`src/rtl/demux1_4_stream.sv`:
```
// -----------------------------------------------------------------------------
// demux1_4_stream
//
// Registered 1-to-4 stream demultiplexer. One input stream is steered to one
// of four output channels. Each channel owns a one-entry output register with
// its own valid/ready handshake, so a stalled consumer only blocks beats that
// are headed for its own channel.
//
// Optional feature (compile-time macro DEMUX_AUTO_EN):
//   Adds the auto_mode input and a 2-bit round-robin pointer. With
//   auto_mode=1 the destination is the pointer (in_sel is ignored) and the
//   pointer advances on every accepted beat, wrapping 3->0. With auto_mode=0
//   the destination is in_sel and the pointer holds. Without the macro there
//   is no auto_mode port and no pointer.
//
// Ports:
//   clk        in   1         rising-edge clock
//   rst_n      in   1         synchronous reset, active-low
//   in_data    in   WIDTH     input beat
//   in_sel     in   2         destination channel of the current beat
//   in_valid   in   1         input beat present
//   in_ready   out  1         beat for the current destination can be taken
//   out_data   out  4*WIDTH   channel i data in bits [i*WIDTH +: WIDTH]
//   out_valid  out  4         channel i holds a beat
//   out_ready  in   4         channel i consumer accepts its beat
//   auto_mode  in   1         round-robin enable (DEMUX_AUTO_EN only)
// -----------------------------------------------------------------------------
module demux1_4_stream #(
    parameter int WIDTH = 8
) (
    input  logic               clk,
    input  logic               rst_n,
    input  logic [WIDTH-1:0]   in_data,
    input  logic [1:0]         in_sel,
    input  logic               in_valid,
    output logic               in_ready,
    output logic [4*WIDTH-1:0] out_data,
    output logic [3:0]         out_valid,
    input  logic [3:0]         out_ready
`ifdef DEMUX_AUTO_EN
    ,
    input  logic               auto_mode
`endif
);

    localparam int NUM_CH = 4;

    logic [1:0]       dest;
    logic             accept;
    logic [WIDTH-1:0] data_q [NUM_CH];
    logic [NUM_CH-1:0] valid_q;

`ifdef DEMUX_AUTO_EN
    logic [1:0] ptr_q;

    // NOTE: every signal assigned in always_comb gets a value on every path,
    // otherwise a latch is inferred; here the single assignment covers it.
    always_comb begin
        dest = auto_mode ? ptr_q : in_sel;
    end

    // The pointer only moves on an accepted beat in auto mode, so a stall
    // keeps it on the blocked channel and toggling auto_mode leaves it alone.
    always_ff @(posedge clk) begin
        if (!rst_n) begin
            ptr_q <= 2'd0;
        end else if (auto_mode && accept) begin
            ptr_q <= ptr_q + 2'd1;   // natural 2-bit wrap 3 -> 0
        end
    end
`else
    assign dest = in_sel;
`endif

    // A channel can take a new beat when it is empty or when its current beat
    // leaves this same edge; that lets a channel with a ready consumer run at
    // one beat per cycle. Reset blocks acceptance so a beat offered during
    // reset is dropped rather than half-loaded.
    assign in_ready = rst_n & (~valid_q[dest] | out_ready[dest]);
    assign accept   = in_valid & in_ready;

    // NOTE: sequential state uses non-blocking assignments so every register
    // sees the pre-edge value of every other register, independent of order.
    // NOTE: the data registers are reset too, because out_data must read 0
    // after reset rather than whatever the flops powered up with.
    always_ff @(posedge clk) begin
        if (!rst_n) begin
            valid_q <= '0;
            for (int i = 0; i < NUM_CH; i++) begin
                data_q[i] <= '0;
            end
        end else begin
            for (int i = 0; i < NUM_CH; i++) begin
                if (accept && (dest == 2'(i))) begin
                    // Load wins over drain: the consumer takes the old beat
                    // while the new one is written, and valid stays high.
                    data_q[i]  <= in_data;
                    valid_q[i] <= 1'b1;
                end else if (valid_q[i] && out_ready[i]) begin
                    // Data is left in place; only the valid flag drops.
                    valid_q[i] <= 1'b0;
                end
            end
        end
    end

    for (genvar g = 0; g < NUM_CH; g++) begin : g_pack
        assign out_data[g*WIDTH +: WIDTH] = data_q[g];
    end

    assign out_valid = valid_q;

endmodule
```
`config.mk`:
```
export PLATFORM = sky130hd
export DESIGN_NAME = demux1_4_stream
export DESIGN_NICKNAME = d
export VERILOG_FILES = /design/src/rtl/demux1_4_stream.sv
export SDC_FILE = /design/constraint.sdc
export NUM_CORES = 1
export LEC_CHECK = 0
export ABC_CLOCK_PERIOD_IN_PS = 2200
export BUFFER_PORTS_ARGS = -buffer_cell sky130_fd_sc_hd__buf_2
export CORE_MARGIN = 5
export CORE_UTILIZATION = 35
export DETAILED_ROUTE_END_ITERATION = 7
export SETUP_SLACK_MARGIN = 0.4
export SLEW_MARGIN = 0
export SYNTH_ARGS = -nofsm -noshare
export SYNTH_HDL_FRONTEND = slang
export SYNTH_SLANG_ARGS = --single-unit
```
`constraint.sdc`:
```
create_clock -name clk -period 2.2 [get_ports clk]
set_clock_uncertainty 0.05 [all_clocks]
set_input_delay 0.11 -clock clk [delete_from_list [all_inputs] [get_ports clk]]
set_output_delay 0.11 -clock clk [all_outputs]
set_load 0.02 [all_outputs]
```
# Word level (Yosys, flattened, before mapping)
# Memory sizes are Yosys's and may differ from the RTL's.
# Cells that the tools add are included.
word_totals:
  output_inout_bits: 37
  inputBits: 17
  word_cells: 59
  reg_bits: 4
  ram_bits: 32
  mem_count: 1
memory_table:
  columns: ["name", "words", "word_bits", "rd", "rd_ports_with_merged_regs", "write_ports", "line_no", "text"]
  rows:
  - ["data_q", 4, 8, 4, 0, 4, "50", "logic [WIDTH-1:0] data_q [NUM_CH];"]
op_classes:
  n_lt_le_gt_ge: 1
  reduce_logical: 13
  n_mux: 29
  bitwise_logic: 8
  n_eq_ne: 3
op_table:
  columns: ["cell", "count"]
  rows:
  - ["8-bit 2-to-1 mux", 4]
  - ["1-bit 2-to-1 mux", 23]
  - ["1-bit logical AND", 8]
  - ["2-bit nonzero test", 4]
  - ["1-bit OR", 5]
  - ["1-bit binary-select mux with 2-bit select", 2]
  - ["2-bit == test, second input constant", 2]
  - ["2-bit by 3-bit < comparator with 1-bit output, second input constant", 1]
  - ["1-bit bitwise AND", 2]
  - ["2-bit by 1-bit == test with 1-bit output, second input constant", 1]
  - ["2-bit logical NOT", 1]
  - ["1-bit inverter", 1]

# Depth between registers and ports, before layout
# Gate-level depths: netlist of run 1.
depth:
  word_depth: 11
  depth_mapped: 5
  mapped_depth_nobuf: 3

# Least setup slack after synthesis of run 1
# No wires, ideal clock.
synth_path:
  path_kind: "reg-to-reg"
  from: "register valid_q[1], in the netlist out_valid[1]"
  to: "memory data_q[1][0], enable pin"
  arrival_ns: 0.827
  path_stages_with_launch: 4
  setup_ns: 0.329
  path_slack_ns: 0.994
  t_required_ns: 1.821
  path_buffers: 0
  synth_period_minus_slack_ns: 1.206
  cell_sequence: "dfxtp_1 nand2b_1 nand3_1 nand2_1"
synth_rtl:
  columns: ["element", "line_no", "text"]
  rows:
  - ["from (decl)", "51", "logic [NUM_CH-1:0] valid_q;"]
  - ["from (signal assigned)", "88", "valid_q <= '0;"]
  - ["from (signal, indexed assignment)", "98", "valid_q[i] <= 1'b1;"]
  - ["from (signal, indexed assignment)", "101", "valid_q[i] <= 1'b0;"]
  - ["to (decl)", "50", null]

# Worst setup path after layout of run 1
layout_path:
  from: "register valid_q[0], in the netlist out_valid[0]"
  to: "output port in_ready"
layout_between:
  elab_chain_len: 5
layout_rtl:
  columns: ["element", "line_no", "text"]
  rows:
  - ["1-bit binary-select mux with 2-bit select", "79", "assign in_ready = rst_n & (~valid_q[dest] | out_ready[dest]);"]
  - ["1-bit 2-to-1 mux (implied by the code)", "79", null]
  - ["1-bit inverter", "79", null]
  - ["1-bit OR", "79", null]
  - ["1-bit bitwise AND", "79", null]
  - ["to (decl)", "36", "output logic in_ready,"]
# Every way passes these cells. The select of a mux whose other input is x is not followed.

==> results of run 1 <==
[path summary, 6_finish.rpt]
kind	end	slack, ns	cells past startpoint
max	in_ready	0.80	4
min	out_valid[2]	0.10	3
max reg2reg	data_q[3][2]	0.95	3
min reg2reg	out_valid[2]	0.50	2
[power groups by stage]
stage | logic (uW) | registers, uW | clock network, uW
after global placement | 144 | 798 | 0
after detailed placement | 146 | 800 | 0
final | 144 | 784 | 438
after CTS | 146 | 785 | 444
after global routing | 158 | 787 | 481
after floorplan | 49.0 | 839 | 0
[flip-flops by register name, summed over array words and instances, names as in the netlist]
name       count
data_q        32
out_valid      4
[per-stage QoR]
stage / std cells / power (uW)
finish: 213 / 1370
global route: 213 / 1430
CTS: 213 / 1380
detailed placement: 205 / 946
global placement: 205 / 943
floorplan: 107 / 888
[cell families after synthesis]
logic type             Yosys count
AND/OR/NAND/NOR                 61
AO/OA/AOI/OAI                    6
flip-flops                      36
multiplexers                     1
buffers and inverters            3
[routing by layer]
| metal | GRT usage (%) | vias to the layer above | wire length [microns] |
|---|---|---|---|
| li1 | - | 486 | - |
| met1 | 13.9 | 434 | 1180 |
| met2 | 19.3 | 45 | 1440 |
| met3 | 6.34 | 5 | 324 |
| met4 | 3.69 | 0 | 40 |
| met5 | 0 | - | 0 |
[synthesized netlist by cell type, types with 2 or more instances]
library cell / n / area share (%)
nand2_1: 14 / 3.8
edfxtp_1: 32 / 70
nor2_1: 33 / 9.0
nand2b_1: 4 / 1.8
buf_4: 2 / 1.1
dfxtp_1: 4 / 5.8
a21boi_1: 2 / 1.1
nand3_1: 4 / 1.5
a21boi_0: 2 / 1.1
[worst reg2reg max path, delay by kind of cell (launching register included)]
family           cells  cell delay [ns]
flip-flops           1             0.31
AND/OR/NAND/NOR      3             0.55
[final cells by class]
cell class / count / share of cell area (%)
clock buffers: 7 / 4.32
clock inverters: 1 / 0.283
multi-input cells: 68 / 18.1
flip-flops and latches: 36 / 58.9
well taps: 48 / 3.40
repair buffers: 53 / 15.0
[placed cells by master, fill, tap and decap left out]
cell type | Yosys | routed
a21boi_0 | 2 | 2
a21boi_1 | 2 | 2
a21oi_1 | 1 | 1
and2_1 | 1 | 1
and2b_1 | 1 | 1
buf_2 | 1 | 53
clkbuf_1 | 0 | 2
clkbuf_8 | 0 | 5
clkinv_2 | 0 | 1
dfxtp_1 | 4 | 4
edfxtp_1 | 32 | 32
mux2i_1 | 1 | 1
nand2_1 | 14 | 14
nand2_2 | 1 | 1
nand2b_1 | 4 | 4
nand3_1 | 4 | 4
nand4_1 | 1 | 1
nand4bb_1 | 1 | 1
nor2_1 | 33 | 33
nor2b_1 | 1 | 1
o311ai_0 | 1 | 1
==> flow_summary.ini, run 1 <==
[power]
ir_worst_vdd_mv = 0.291
netSwitchingPower_uw = 325
power_frac_seq_pct = 57.4
powerDensity_mw_per_mm2 = 773
switching_share_pct = 23.8
pwr-share-clk_pct = 32.1
comb_power_share_pct = 10.5
p_leak_uw = 0.000776
p_int_uw = 1040

[drt]
viasPerCell = 4.55
drtIter0Drc = 100
first_pass_iters = 4
ant_nets = 0
vias = 970
avgRoutedWirePerCell_microns = 14.0
drt_wl_total_microns = 2990
drc = 0

[clocking]
postCtsSetupBuffers = 0
cts_root_buf = clkbuf_8
cts.sinks = 36
clk_latency_ns = 0.29
path_clk_slew_ns = 0.07
cts_tree = yes
post_cts_resized = 0
htree_levels = 2
holdBufCountCts = 0
clk_path_buf_depth = 2
cts_inserted_buffers = 5

[sta]
layout_setup_ws_ns = 0.798
relSlewSlack_pct = 76.0
hold_violations = 0
setup_viol = 0
rsz0062_at_grt = no
fmax_mhz = 714
worstMarginPinSlew_ns = 0.360
drv_slew = 0
fin_crit_sh_pct = 63.7
fin_hold_ws_ns = 0.101
period_needed_ns = 1.40
timing.setup.tns_ns = 0

[final_layout]
diodes = 0
finalNetCount = 181
utilization_pct = 47.2
drive_above_1_share_pct = 36.4
n_fill_cell = 369
regArea_sq_mm = 0.00104
final_cell_area_sq_mm = 0.00177
multiInputGateArea_sq_um = 319
synthToLayoutAreaGrowth_pct = 28.0

[status]
status = completed

[global_route]
antenna_found_initial = 0
grt_max_degree = 12
grt_usage_pct = 12.1
grt_pass1_vias = 996
grt_pass1_wl_microns = 4710
overflow = 0

[setup_path]
critical-path-top-delay-family = compound AO/OA/AOI/OAI gates
arrival_ns = 1.24
crit_slowest_cell = dfxtp_1
path_max_fanout = 4
end_kind = output port
critPathLaunchType = flop
criticalPathCategory = reg -> out
cpPeakStageDelay_ns = 0.33
cp.required_ns = 2.04
worstPathCellList = nand2b_1 > o311ai_0 > a21oi_1 > buf_2
crit_buf_inv = 1
timing.rr.start = out_valid[3]
critPathLaunch = out_valid[0]

[floorplanning]
num_io_pins = 54
initial_core_util_pct = 36.9
die_width_microns = 72.8
die-area_sq_mm = 0.00530
core_area_sq_mm = 0.00374
fp-row-count = 22
die_h_microns = 72.8

[logic_synthesis]
synth_nets = 124
muxShareOfSynthArea_pct = 0.725
synth_cell_types = 19
syn_area_sq_mm = 0.00138
ys_warn_count = 0
async_flop_share_pct = 0
syn_inst = 107
yosys.area_share.simple_pct = 19.2
synth-main-ff-cell = edfxtp_1
synthAdderAreaFrac_pct = 0
synth_top_family_by_area = simple AND/OR/NAND/NOR gates
ys_seq_area_share_pct = 75.4
ys_seq_elements = 36
synth_edf_count = 32
synthXorXnorAreaFrac_pct = 0
syn-mean-instance-area_sq_um = 12.9
synth-compound-area-share_pct = 3.17

[worst_hold_path]
hp-start = in_valid
hold_class = in -> reg

[placement]
port_buffers = 53
hpwl_microns = 2310
gp_congestion = 0.823
dp_slack_ns = 0.945
dpl_cell_area_sq_mm = 0.00169

[job]
drv_cap = 0
(Power assumes the default switching activity.)
==> run 2, diff against run 1 <==
--- a/config.mk
+++ b/config.mk
@@ -5,7 +5,7 @@
 export SDC_FILE = /design/constraint.sdc
 export NUM_CORES = 1
 export LEC_CHECK = 0
-export ABC_CLOCK_PERIOD_IN_PS = 2200
+export ABC_CLOCK_PERIOD_IN_PS = 1400
 export BUFFER_PORTS_ARGS = -buffer_cell sky130_fd_sc_hd__buf_2
 export CORE_MARGIN = 5
 export CORE_UTILIZATION = 35
==> constraint.sdc (replaced) <==
create_clock -name clk -period 1.4 [get_ports clk]
set_clock_uncertainty 0.05 [all_clocks]
set_input_delay 0.07 -clock clk [delete_from_list [all_inputs] [get_ports clk]]
set_output_delay 0.07 -clock clk [all_outputs]
set_load 0.02 [all_outputs]
==> run 2 against run 1 <==
Net effect:
- worst hold slack got worse by 0.050 ns
- register-to-register slack got worse by 0.82 ns
- critical path depth stayed put
- highest routed layer unchanged
==> flow_summary.ini, run 2 (synthesis gave the netlist of run 1 again) <==
[floorplanning]
core_area_sq_mm = 0.00374
die_h_microns = 72.8
num_io_pins = 54
die_width_microns = 72.8
fp-row-count = 22
die-area_sq_mm = 0.00530
initial_core_util_pct = 36.9

[setup_path]
cpPeakStageDelay_ns = 0.35
critPathLaunch = out_valid[2]
path_max_fanout = 2
cp.required_ns = 1.28
worstPathCellList = nand4bb_1 > o311ai_4 > a21oi_2 > buf_6
critical-path-top-delay-family = flip-flops
crit_buf_inv = 1
critPathLaunchType = flop
end_kind = output port
endpoint = in_ready
criticalPathCategory = reg -> out
r2r_cells = 5
r2r_end = data_q[2][3]
arrival_ns = 1.16
timing.rr.start = out_valid[2]
regToRegSetupSlack_ns = 0.13
crit_slowest_cell = dfxtp_4
cp.depth = 4

[drt]
drc = 0
first_pass_iters = 4
drt_wl_total_microns = 3160
drtIter0Drc = 50
ant_nets = 0
vias = 983
viasPerCell = 4.57
avgRoutedWirePerCell_microns = 14.7

[global_route]
grt_pass1_wl_microns = 5180
antenna_found_initial = 0
grt_usage_pct = 13.4
grt_max_degree = 13
overflow = 0
grt_pass1_vias = 1058

[sta]
rsz0062_at_grt = yes
timing.setup.tns_ns = 0
fin_crit_sh_pct = 91.3
worstMarginPinSlew_ns = 0.274
drv_slew = 0
fmax_mhz = 782
period_needed_ns = 1.28
layout_setup_ws_ns = 0.122
hold_violations = 0
setup_viol = 0
relSlewSlack_pct = 81.7

[placement]
port_buffers = 53
gp_congestion = 0.771
hpwl_microns = 2430
dp_slack_ns = 0.248

[clocking]
cts_inserted_buffers = 5
cts_tree = yes
cts.sinks = 36
cts_root_buf = clkbuf_8
clk_path_buf_depth = 2
clk_latency_ns = 0.29
htree_levels = 2
path_clk_slew_ns = 0.08

[final_layout]
synthToLayoutAreaGrowth_pct = 44.4
n_fill_cell = 350
diodes = 0
largest_reg_flops = 32
drive_above_1_share_pct = 53.3
final_cell_mix = buf_2, edfxtp_1, nor2_1, nand2_1, buf_6
regMostFlops = data_q
layout_commonest_cell = buf_2
finalNetCount = 183

[worst_hold_path]
hp-start = out_ready[1]
min_path_cells = 3
hold_class = in -> reg

[power]
p_leak_uw = 0.000848
powerDensity_mw_per_mm2 = 1210
ir_worst_vdd_mv = 0.538

[job]
drv_cap = 0

[status]
status = completed
run 2: area by class of cell:
| class | instances | area (sq um) | area share [%] |
|---|---|---|---|
| Sequential cell | 36 | 1060 | 53.0 |
| Multi-Input combinational cell | 68 | 450 | 22.6 |
| Clock inverter | 3 | 42.5 | 2.13 |
| Tap cell | 48 | 60.1 | 3.01 |
| Timing Repair Buffer | 55 | 315 | 15.8 |
| Clock buffer | 5 | 68.8 | 3.45 |
run 2: worst min-delay path by stage:
stage | endpoint | slack [ns]
2_1_floorplan | in_ready | 0.16
3_3_place_gp | out_valid[2] | 0.33
3_5_place_dp | out_valid[2] | 0.34
4_1_cts | out_valid[1] | 0.04
5_1_grt | out_valid[1] | 0.05
6_report | out_valid[1] | 0.05
run 2: through the flow:
| stage | power [uW] | area, sq um | std cells | util [%] | hold slack [ns] |
|---|---|---|---|---|---|
| global placement | 1500 | 1760 | 205 | 47.1 | 0.326 |
| global route | 2510 | 1990 | 215 | 53.2 | 0.0482 |
| finish | 2400 | 1990 | 215 | 53.2 | 0.0510 |
| floorplan | 1410 | 1460 | 107 | - | 0.162 |
| detailed placement | 1500 | 1760 | 205 | 47.1 | 0.342 |
| CTS | 2410 | 1930 | 214 | 51.4 | 0.0409 |
run 2: power by group:
group / internal, uW / total, uW / leakage (uW) / switching (uW)
registers: 1210 / 1230 / 0.000380 / 15.3
logic: 94.9 / 274 / 0.000414 / 179
clock network: 527 / 902 / 0.0000541 / 376
run 2: tightest hold or removal path, delay by kind of cell:
kind | cells | cell delay, ns
buffers and inverters | 1 | 0.07
and+or+nand+nor | 1 | 0.14
AOI/OAI and AO/OA | 1 | 0.06
run 2: repair_timing:
action,4_1_cts,5_1_grt
gates resized for setup,8,17
buffers inserted,1,1
gates cloned,0,0
endpoints found under the setup margin,57,49
hold buffers,0,0
run 2: metal layers:
| metal | global-route usage [%] | routed length (microns) | up-vias |
|---|---|---|---|
| li1 | - | - | 487 |
| met1 | 14.8 | 1270 | 457 |
| met2 | 22.7 | 1600 | 34 |
| met3 | 3.99 | 225 | 5 |
| met4 | 7.38 | 71 | 0 |
| met5 | 0 | 0 | - |
==> run 3, diff against run 2 <==
--- a/config.mk
+++ b/config.mk
@@ -7,9 +7,11 @@
 export LEC_CHECK = 0
 export ABC_CLOCK_PERIOD_IN_PS = 1400
 export BUFFER_PORTS_ARGS = -buffer_cell sky130_fd_sc_hd__buf_2
+export CORE_ASPECT_RATIO = 2
 export CORE_MARGIN = 5
-export CORE_UTILIZATION = 35
+export CORE_UTILIZATION = 47
 export DETAILED_ROUTE_END_ITERATION = 7
+export PLACE_DENSITY = 0.78
 export SETUP_SLACK_MARGIN = 0.4
 export SLEW_MARGIN = 0
 export SYNTH_ARGS = -nofsm -noshare
==> run 3 against run 2 <==
Net effect:
- maximum frequency grew 1.6%
- worst hold slack gained 0.018 ns
- critical path type unchanged
- power shrank 7.2%
==> flow_summary.ini, run 3 (synthesis gave the netlist of run 1 again) <==
[status]
status = completed

[global_route]
grt_max_degree = 12
grt_usage_pct = 16.8
grt_pass1_vias = 1112
antenna_found_initial = 0
overflow = 0
grt_pass1_wl_microns = 5220

[worst_hold_path]
hold_class = in -> reg
min_to = out_valid[2]
min_path_cells = 3
hp-start = out_ready[2]

[clocking]
cts_root_buf = clkbuf_8
holdBufCountCts = 0
cts_inserted_buffers = 5
htree_levels = 2
cts_tree = yes
cts.sinks = 36
path_clk_slew_ns = 0.07
clk_path_buf_depth = 2
clk_latency_ns = 0.29

[drt]
ant_nets = 0
drt_wl_total_microns = 3480
route.met2.wl_microns = 1880
vias = 1077
avgRoutedWirePerCell_microns = 17.2
top_layer = met4
first_pass_iters = 4
drtIter0Drc = 36
wl_met3_microns = 289
drc = 0
viasPerCell = 5.33
wl_met1_microns = 1160

[sta]
hold_violations = 0
fin_crit_sh_pct = 89.8
rsz0062_at_grt = yes
layout_setup_ws_ns = 0.142
timing.setup.tns_ns = 0
fmax_mhz = 795
relSlewSlack_pct = 78.0
setup_viol = 0
worstMarginPinSlew_ns = 0.330
period_needed_ns = 1.26
drv_slew = 0

[power]
switching_share_pct = 25.6
ir_worst_vdd_mv = 0.859
pwr-share-clk_pct = 31.9
p_int_uw = 1660
comb_power_share_pct = 13.0
power_frac_seq_pct = 55.1
p_leak_uw = 0.000865
powerDensity_mw_per_mm2 = 1120
netSwitchingPower_uw = 570

[final_layout]
synthToLayoutAreaGrowth_pct = 45.0
diodes = 0
final_cell_mix = buf_2, edfxtp_1, nor2_1, nand2_1
regMostFlops = data_q
n_fill_cell = 200
layout_commonest_cell = buf_2
largest_reg_flops = 32
finalNetCount = 188
drive_above_1_share_pct = 54.1

[floorplanning]
fp-row-count = 28
die-area_sq_mm = 0.00419
num_io_pins = 54
die_h_microns = 86.6
initial_core_util_pct = 47.5
core_area_sq_mm = 0.00291
die_width_microns = 48.3

[setup_path]
cp.required_ns = 1.28
end_kind = output port
path_max_fanout = 4
r2r_cells = 3
arrival_ns = 1.14
r2r_end = data_q[3][6]
regToRegSetupSlack_ns = 0.23
timing.rr.start = out_valid[3]
critPathLaunchType = flop
criticalPathCategory = reg -> out

[placement]
hpwl_microns = 2420
port_buffers = 53
dp_slack_ns = 0.278
gp_congestion = 0.771

[job]
drv_cap = 0
[run 3: worst max path at each step]
| stage | start | endpoint | slack (ns) | depth (start not counted) |
|---|---|---|---|---|
| after detailed placement | rst_n | data_q[0][1] | 0.28 | 4 |
| after global placement | out_valid[3] | data_q[3][1] | 0.31 | 3 |
| final | out_valid[0] | in_ready | 0.14 | 4 |
| after floorplan | out_valid[3] | data_q[3][0] | 0.36 | 3 |
| after global routing | out_valid[2] | in_ready | 0.11 | 4 |
| after CTS | out_valid[0] | in_ready | 0.11 | 4 |
[run 3: worst max-delay path, stage by stage, from the launching register on]
cell and delay [ns]:
dfxtp_4 0.36, nand2b_4 0.07, o311ai_4 0.23, a21oi_2 0.06
buf_6 0.13
[run 3: per-layer routing]
metal  global-route usage [%]  vias up
li1                         -      496
met1                     16.1      504
met2                     28.1       65
met3                     6.37       12
met4                     12.8        0
met5                        0        -
[run 3: cell type report]
class | count | area, sq um | share of cell area, %
multi-input cells | 68 | 470 | 23.5
clock inverters | 2 | 11.3 | 0.563
clock buffers | 6 | 72.6 | 3.63
flip-flops and latches | 36 | 1060 | 52.8
repair buffers | 60 | 353 | 17.6
well taps | 30 | 37.5 | 1.88
[run 3: metrics by stage]
step	utilization, %	std cells	power [uW]	hold slack, ns	area [sq um]
final	68.8	202	2230	0.0686	2000
after global routing	68.8	202	2310	0.0684	2000
after CTS	64.8	196	2210	0.0310	1880
after global placement	59.9	187	1490	0.336	1740
after detailed placement	59.9	187	1500	0.329	1740
after floorplan	-	107	1410	0.162	1460
[run 3: repair_timing]
item                                    CTS  global route
pin swaps                                 0             3
hold endpoints to repair                  0             0
buffers inserted                          1             6
endpoints found under the setup margin   50            52
gates resized for setup                  11            17
[run 3: power by group through the flow]
stage	clock, uW	sequential, uW	combinational, uW
2_1_floorplan	0	1320	90.5
4_1_cts	719	1230	261
6_report	711	1230	291
3_5_place_dp	0	1250	245
3_3_place_gp	0	1250	240
5_1_grt	766	1230	310
